--- src/rtl/dmem_seq_pkg.sv ---
// ---------------------------------------------------------------------------
// dmem_seq_pkg
// Shared definitions for the data-memory byte sequencer:
//   - state_e        : sequencer FSM encoding (IDLE=0, XFER=1, DRAIN=2, DONE=3)
//   - BYTES_PER_WORD : bytes moved per 32-bit word transfer
//   - LANE_W         : width of a byte-lane index within a word
//   - word_byte()    : little-endian lane extraction (lane 0 = bits [7:0])
// ---------------------------------------------------------------------------
package dmem_seq_pkg;

  typedef enum logic [1:0] {
    ST_IDLE  = 2'd0,
    ST_XFER  = 2'd1,
    ST_DRAIN = 2'd2,
    ST_DONE  = 2'd3
  } state_e;

  localparam int BYTES_PER_WORD = 4;
  localparam int LANE_W         = $clog2(BYTES_PER_WORD);
  localparam int WORD_W         = 8 * BYTES_PER_WORD;

  // Little-endian lane select: lane n of the word is bits [8n+7:8n].
  function automatic logic [7:0] word_byte(input logic [WORD_W-1:0] word,
                                           input logic [LANE_W-1:0] lane);
    logic [7:0] b;
    b = 8'h00;
    for (int i = 0; i < BYTES_PER_WORD; i++) begin
      if (lane == LANE_W'(i)) begin
        b = word[i*8 +: 8];
      end else begin
        b = b;
      end
    end
    return b;
  endfunction

endpackage

--- src/rtl/dmem_read_assembler.sv ---
// ---------------------------------------------------------------------------
// dmem_read_assembler
// Collects the bytes of a load into a staging word, one lane at a time, and
// publishes the finished word on commit. The published word only changes on
// commit, so the last loaded value stays visible while a new load is in
// progress.
// Ports:
//   clk_i, rst_i  clock, asynchronous active-low reset
//   clear_i       zero the staging word (start of a new request)
//   cap_en_i      write cap_byte_i into lane cap_lane_i this cycle
//   cap_lane_i    little-endian byte lane to write
//   cap_byte_i    byte to capture
//   commit_i      publish staging word (including this cycle's capture)
//   rdata_o       last published word
// ---------------------------------------------------------------------------
module dmem_read_assembler
  import dmem_seq_pkg::*;
(
  input  logic              clk_i,
  input  logic              rst_i,
  input  logic              clear_i,
  input  logic              cap_en_i,
  input  logic [LANE_W-1:0] cap_lane_i,
  input  logic [7:0]        cap_byte_i,
  input  logic              commit_i,
  output logic [WORD_W-1:0] rdata_o
);

  logic [WORD_W-1:0] stage_q, stage_d;
  logic [WORD_W-1:0] word_q, word_d;
  logic [WORD_W-1:0] cap_word_s;

  // Merge this cycle's byte into the staging word and decide what to publish.
  always_comb begin
    cap_word_s = stage_q;
    for (int i = 0; i < BYTES_PER_WORD; i++) begin
      if (cap_en_i && (cap_lane_i == LANE_W'(i))) begin
        cap_word_s[i*8 +: 8] = cap_byte_i;
      end else begin
        cap_word_s[i*8 +: 8] = stage_q[i*8 +: 8];
      end
    end

    if (clear_i) begin
      stage_d = '0;
    end else begin
      stage_d = cap_word_s;
    end

    // The final lane arrives in the commit cycle, so publish the merged word.
    if (commit_i) begin
      word_d = cap_word_s;
    end else begin
      word_d = word_q;
    end
  end

  // Staging and published word registers.
  always_ff @(posedge clk_i or negedge rst_i) begin
    if (!rst_i) begin
      stage_q <= '0;
      word_q  <= '0;
    end else begin
      stage_q <= stage_d;
      word_q  <= word_d;
    end
  end

  assign rdata_o = word_q;

endmodule

--- src/rtl/dmem_byte_sequencer.sv ---
// ---------------------------------------------------------------------------
// dmem_byte_sequencer
// MEM-stage controller that splits one 32-bit load/store into four byte
// accesses to a byte-wide, synchronous-read data memory, stalling the
// pipeline until the word transfer completes.
// Ports:
//   clk_i, rst_i        clock, asynchronous active-low reset
//   start_i             CPU run enable; requests accepted only while high
//   req_valid_i         MEM stage has a load or store
//   req_we_i            1 = store, 0 = load
//   req_addr_i          byte address (low ADDR_W bits used)
//   req_wdata_i         store data
//   stall_o             freeze upstream pipeline registers
//   rdata_o             assembled load word (holds until next load completes)
//   rdata_valid_o       one-cycle pulse when a load completes
//   mem_addr_o          byte address to data memory
//   mem_we_o            byte write strobe
//   mem_wdata_o         byte write data
//   mem_rdata_i         byte read data, one cycle after mem_addr_o
//   misalign_o          sticky flag: an accepted address was not word aligned
//   stall_cnt_o         saturating count of stalled cycles
// ---------------------------------------------------------------------------
module dmem_byte_sequencer
  import dmem_seq_pkg::*;
#(
  parameter int ADDR_W = 5,
  parameter int BYTES  = BYTES_PER_WORD,
  parameter int CNT_W  = 16
) (
  input  logic              clk_i,
  input  logic              rst_i,
  input  logic              start_i,
  input  logic              req_valid_i,
  input  logic              req_we_i,
  input  logic [31:0]       req_addr_i,
  input  logic [31:0]       req_wdata_i,
  output logic              stall_o,
  output logic [31:0]       rdata_o,
  output logic              rdata_valid_o,
  output logic [ADDR_W-1:0] mem_addr_o,
  output logic              mem_we_o,
  output logic [7:0]        mem_wdata_o,
  input  logic [7:0]        mem_rdata_i,
  output logic              misalign_o,
  output logic [CNT_W-1:0]  stall_cnt_o
);

  localparam logic [LANE_W-1:0] LAST_LANE = LANE_W'(BYTES - 1);

  state_e              state_q, state_d;
  logic [ADDR_W-1:0]   base_q, base_d;
  logic                we_q, we_d;
  logic [31:0]         wdata_q, wdata_d;
  logic [LANE_W-1:0]   cnt_q, cnt_d;
  logic                misalign_q, misalign_d;
  logic [CNT_W-1:0]    stall_cnt_q, stall_cnt_d;

  logic                stall_s;
  logic [ADDR_W-1:0]   mem_addr_s;
  logic                mem_we_s;
  logic [7:0]          mem_wdata_s;
  logic                rdata_valid_s;
  logic                asm_clear_s;
  logic                asm_cap_en_s;
  logic [LANE_W-1:0]   asm_cap_lane_s;
  logic                asm_commit_s;

  // Only the low ADDR_W address bits reach the memory.
  logic                unused_addr_s;
  assign unused_addr_s = ^req_addr_i[31:ADDR_W];

  // Next-state, datapath latching and memory-port decode.
  always_comb begin
    state_d        = state_q;
    base_d         = base_q;
    we_d           = we_q;
    wdata_d        = wdata_q;
    cnt_d          = cnt_q;
    misalign_d     = misalign_q;
    stall_s        = 1'b0;
    mem_addr_s     = '0;
    mem_we_s       = 1'b0;
    mem_wdata_s    = 8'h00;
    rdata_valid_s  = 1'b0;
    asm_clear_s    = 1'b0;
    asm_cap_en_s   = 1'b0;
    asm_cap_lane_s = '0;
    asm_commit_s   = 1'b0;

    case (state_q)
      ST_IDLE: begin
        if (start_i && req_valid_i) begin
          // Stall in the accept cycle itself so the request is held stable.
          stall_s     = 1'b1;
          base_d      = req_addr_i[ADDR_W-1:0];
          we_d        = req_we_i;
          wdata_d     = req_wdata_i;
          cnt_d       = '0;
          asm_clear_s = 1'b1;
          if (req_addr_i[1:0] != 2'b00) begin
            misalign_d = 1'b1;
          end else begin
            misalign_d = misalign_q;
          end
          state_d = ST_XFER;
        end else begin
          state_d = ST_IDLE;
        end
      end

      ST_XFER: begin
        stall_s     = 1'b1;
        // Address arithmetic wraps at the top of the memory.
        mem_addr_s  = base_q + ADDR_W'(cnt_q);
        mem_we_s    = we_q;
        mem_wdata_s = word_byte(wdata_q, cnt_q);
        // Sync read: data on mem_rdata_i belongs to the previous lane.
        if (!we_q && (cnt_q != '0)) begin
          asm_cap_en_s   = 1'b1;
          asm_cap_lane_s = cnt_q - LANE_W'(1);
        end else begin
          asm_cap_en_s   = 1'b0;
        end
        if (cnt_q == LAST_LANE) begin
          if (we_q) begin
            state_d = ST_DONE;
          end else begin
            state_d = ST_DRAIN;
          end
        end else begin
          cnt_d = cnt_q + LANE_W'(1);
        end
      end

      ST_DRAIN: begin
        // Collect the byte read in the last XFER cycle and publish the word.
        stall_s        = 1'b1;
        asm_cap_en_s   = 1'b1;
        asm_cap_lane_s = LAST_LANE;
        asm_commit_s   = 1'b1;
        state_d        = ST_DONE;
      end

      ST_DONE: begin
        // req_valid_i still reflects the finished request; do not re-accept.
        rdata_valid_s = !we_q;
        state_d       = ST_IDLE;
      end

      default: begin
        state_d = ST_IDLE;
      end
    endcase

    if (stall_s && (stall_cnt_q != '1)) begin
      stall_cnt_d = stall_cnt_q + CNT_W'(1);
    end else begin
      stall_cnt_d = stall_cnt_q;
    end
  end

  // FSM, latched request and counters.
  always_ff @(posedge clk_i or negedge rst_i) begin
    if (!rst_i) begin
      state_q     <= ST_IDLE;
      base_q      <= '0;
      we_q        <= 1'b0;
      wdata_q     <= 32'h0000_0000;
      cnt_q       <= '0;
      misalign_q  <= 1'b0;
      stall_cnt_q <= '0;
    end else begin
      state_q     <= state_d;
      base_q      <= base_d;
      we_q        <= we_d;
      wdata_q     <= wdata_d;
      cnt_q       <= cnt_d;
      misalign_q  <= misalign_d;
      stall_cnt_q <= stall_cnt_d;
    end
  end

  dmem_read_assembler u_read_assembler (
    .clk_i      (clk_i),
    .rst_i      (rst_i),
    .clear_i    (asm_clear_s),
    .cap_en_i   (asm_cap_en_s),
    .cap_lane_i (asm_cap_lane_s),
    .cap_byte_i (mem_rdata_i),
    .commit_i   (asm_commit_s),
    .rdata_o    (rdata_o)
  );

  // The IDLE stall is combinational from the request; mask it while reset is
  // held so a pending request cannot freeze the pipeline during reset.
  assign stall_o       = stall_s & rst_i;
  assign rdata_valid_o = rdata_valid_s;
  assign mem_addr_o    = mem_addr_s;
  assign mem_we_o      = mem_we_s;
  assign mem_wdata_o   = mem_wdata_s;
  assign misalign_o    = misalign_q;
  assign stall_cnt_o   = stall_cnt_q;

endmodule

--- config.mk ---
export PLATFORM = sky130hd
export DESIGN_NAME = dmem_byte_sequencer
export DESIGN_NICKNAME = d
export VERILOG_FILES = /design/src/rtl/dmem_seq_pkg.sv /design/src/rtl/dmem_read_assembler.sv /design/src/rtl/dmem_byte_sequencer.sv
export SDC_FILE = /design/constraint.sdc
export NUM_CORES = 1
export LEC_CHECK = 0
export ABC_AREA = 1
export BUFFER_PORTS_ARGS = -buffer_cell sky130_fd_sc_hd__buf_4
export CAP_MARGIN = 10
export CORE_ASPECT_RATIO = 0.8
export CORE_MARGIN = 2
export CORE_UTILIZATION = 38
export CTS_CLUSTER_DIAMETER = 120
export CTS_CLUSTER_SIZE = 30
export DETAILED_ROUTE_END_ITERATION = 8
export HOLD_SLACK_MARGIN = 0.08
export SYNTH_ARGS = -nofsm -noshare
export SYNTH_HDL_FRONTEND = slang
export SYNTH_SLANG_ARGS = --single-unit
--- constraint.sdc ---
create_clock -name clk_i -period 2.4 [get_ports clk_i]
set_input_delay 0.36 -clock clk_i [delete_from_list [all_inputs] [get_ports clk_i]]
set_output_delay 0.36 -clock clk_i [all_outputs]
set_load 0.05 [all_outputs]
==> reports/qor.txt <==
post-route minimum period -> 2.40 ns
Core Box Area -> 0.0152 mm^2
Tcrit/Tclk final -> 100%
synth unique cells -> 36
post-synth net total -> 830
initial DRC count -> 264
P&R area growth vs syn -> 33.6%
hold slack -> 0.0823 ns
worst-margin pin slew -> 0.673 ns
max-slew violations -> 0
final WL -> 14300 um
Clock Skews -> 0.00864 ns
Yosys reg bits -> 123
status -> finished with violations
slowest stage delay, CP -> 0.43 ns
Synth Instances -> 740
crit path max fanout -> 8
CTS Sinks -> 123
Relative slew margins -> 55.2%
top_reg_cell synth -> dfrtp_1
final-report setup violation count -> 1
worst path arrival time -> 2.04 ns
Die Y -> 116 um
Skew-Pair Late Insertion Delay -> 0.41 ns
area leader, netlist -> dfrtp_1
WP data required -> 2.04 ns
vias after detailed routing -> 4894
CP cell instances -> buf_6 > ha_4 > nor2_4 > buf_12 > a22oi_2 > or2_1 > a21oi_2 > buf_6
Synth top area share -> 51.8%
Total GRT Usage -> 18.2%
DRT antenna net count -> 0
Setup CP Type -> reg2out
CTS tree -> done
most frequent cells after synthesis -> nand2_1 (308), dfrtp_1 (123), inv_1 (61)
wire per inst -> 13.2 um
DIE AREA -> 0.0167 mm^2
asr flop ratio synth -> 100%
RSZ-0062 raised after global routing -> true
hold crit path type -> in2async
IO Pins -> 142
H-tree levels -> 4
residual DRC count -> 0
top cells by area, synth -> dfrtp_1 (52%), nand2_1 (19%), inv_1 (3.9%)
Synth Warn # -> 0
top-count cell post-synth -> nand2_1
DPL Wire Length -> 9440 um
final instance area -> 0.00794 mm^2
Post-Syn Area per Cell -> 8.03 um^2
Lkg Pwr -> 4.14 nW
register area share after synthesis -> 51.8%
CP top delay family -> buffers and inverters
Cell Area, Synth -> 0.00594 mm^2
Layout Nets -> 952
setup TNS -> -0.00484 ns
slowest CP cell -> dfrtp_1
initial antenna violation count -> 0
Die Width -> 144 um
Worst setup SP type -> flop
Port Buffer Count -> 114
failing checks -> setup timing
Antenna Cells -> 0
peak supply drop -> 0.674 mV
Crit. End Element -> primary output
fin worst setup slack -> -0.00484 ns
pin count of the biggest net entering global routing -> 124
layout cell share with drive strength beyond 1 -> 25.5%
Max Freq -> 0.416 GHz
GRT overflow -> 0
Max-cap violations -> 0
number of synthesized flops with an enable pin -> 0
Pre-Repair DR Iteration Count -> 4
vias per inst -> 4.51
most used cell, CP -> buf_6
CTS root buf -> clkbuf_16
first-pass GRT wire length -> 23400 um
starting density of the core -> 39.2%
Overall Power -> 0.0113 W
pwr dens -> 1420 mW/mm^2
clock slew at reported path FFs -> 0.06 ns
post-placement cell area -> 0.00703 mm^2
Clock Path Buffers -> 2
vias in the first global route -> 4666
Rows -> 40
TritonCTS buffer count -> 17
number of buffers and inverters on the critical path -> 3
GP Congestion -> 0.794
Fin. Hold Viols -> 0
## state kept, by name, indices dropped and copies added, names as in the netlist
signal / count
u_read_assembler.rdata_o: 32
u_read_assembler.stage_q: 32
wdata_q: 32
stall_cnt_o: 16
base_q: 5
cnt_q: 2
state_q: 2
misalign_o: 1
we_q: 1
## per-layer routing
layer  share of wire (%)  global-route usage, %  wire length, um  vias to the layer above
met5                   0                      0                0                        -
met4                0.71                   4.31              102                        0
met3                 4.8                   5.58              688                        7
met2                  43                   26.1             6110                      100
met1                  52                   26.8             7370                     2228
li1                    -                      -                -                     2559
## stage by stage
stage / instances / setup WS (ns) / util (%)
after floorplan: 740 / 0.0106 / -
after global placement: 1047 / 0.234 / 46.4
after detailed placement: 1047 / 0.239 / 46.4
after CTS: 1085 / 0.00540 / 52.0
after global routing: 1085 / -0.0897 / 52.4
final: 1085 / -0.00484 / 52.4
## logic make-up (layout without fill, tap and decap cells)
logic type / after synthesis / count (layout) / share of synthesized area (%)
simple gates: 430 / 430 / 30.8
flops: 123 / 123 / 51.8
buf+inv: 94 / 229 / 6.49
compound gates: 69 / 69 / 6.46
fa+ha+maj: 13 / 13 / 2.86
xor+xnor: 11 / 11 / 1.62
## area by class of cell
cell class / instances / area (um^2)
fill: 1451 / 7220
sequential: 123 / 3080
multi-input combinational: 523 / 2640
timing repair buffer: 130 / 1040
clock buffer: 21 / 470
tap: 210 / 263
inverter: 67 / 254
clock inverter: 11 / 190
## path summary, 6_finish.rpt
check | from | slack (ns) | cells after the start | end
max in group asynchronous | rst_i | 1.81 | 2 | cnt_q[0]$_DFFE_PN0P_
hold / removal | rst_i | 0.08 | 2 | stall_cnt_o[4]$_DFFE_PN0P_
min in group clk_i | req_wdata_i[6] | 0.14 | 3 | wdata_q[6]$_DFFE_PN0P_
setup / recovery | cnt_q[0]$_DFFE_PN0P_ | -0.005 | 8 | mem_wdata_o[7]
setup reg to reg | state_q[0]$_DFFE_PN0P_ | 0.31 | 8 | u_read_assembler.rdata_o[12]$_DFFE_PN0N_
hold reg to reg | wdata_q[28]$_DFFE_PN0P_ | 0.47 | 2 | wdata_q[28]$_DFFE_PN0P_
## where the power goes
group / internal (W) / switching [W] / total, W
Clock: 0.00192 / 0.000925 / 0.00285
Combinational: 0.00169 / 0.00343 / 0.00512
Sequential: 0.00288 / 0.000448 / 0.00332
Total: 0.00649 / 0.00480 / 0.0113
## layout by cell type (no fill, tap or decap), types with 2 or more instances in the layout
| cell type | instances |
|---|---|
| clkinv_2 | 3 |
| a22oi_2 | 8 |
| nand2_2 | 6 |
| nand4_1 | 10 |
| inv_1 | 58 |
| buf_12 | 2 |
| nand3_2 | 4 |
| xnor2_1 | 7 |
| clkbuf_8 | 3 |
| buf_6 | 11 |
| or2_4 | 4 |
| dfrtp_1 | 123 |
| clkinv_4 | 2 |
| buf_4 | 117 |
| a21oi_1 | 9 |
| nor2_1 | 46 |
| nor3_1 | 3 |
| nand4_2 | 3 |
| ha_1 | 6 |
| clkbuf_16 | 17 |
| a21oi_4 | 3 |
| o21ai_2 | 2 |
| or2_1 | 4 |
| bufinv_16 | 5 |
| nand3_1 | 32 |
| nand2_1 | 308 |
| inv_2 | 8 |
| o21ai_0 | 38 |
| xor2_1 | 4 |
| ha_4 | 3 |
| nor2_4 | 4 |
| ha_2 | 3 |
| a21oi_2 | 8 |
## timing repair
action | in CTS | in global routing
hold endpoints to repair | 0 | 0
setup endpoints to repair | 9 | 13
hold buffers | 0 | 0
pin swaps | 9 | 14
setup buffers | 6 | 0
gates resized for setup | 34 | 15
Note: power is estimated with default switching activity, not from simulation.
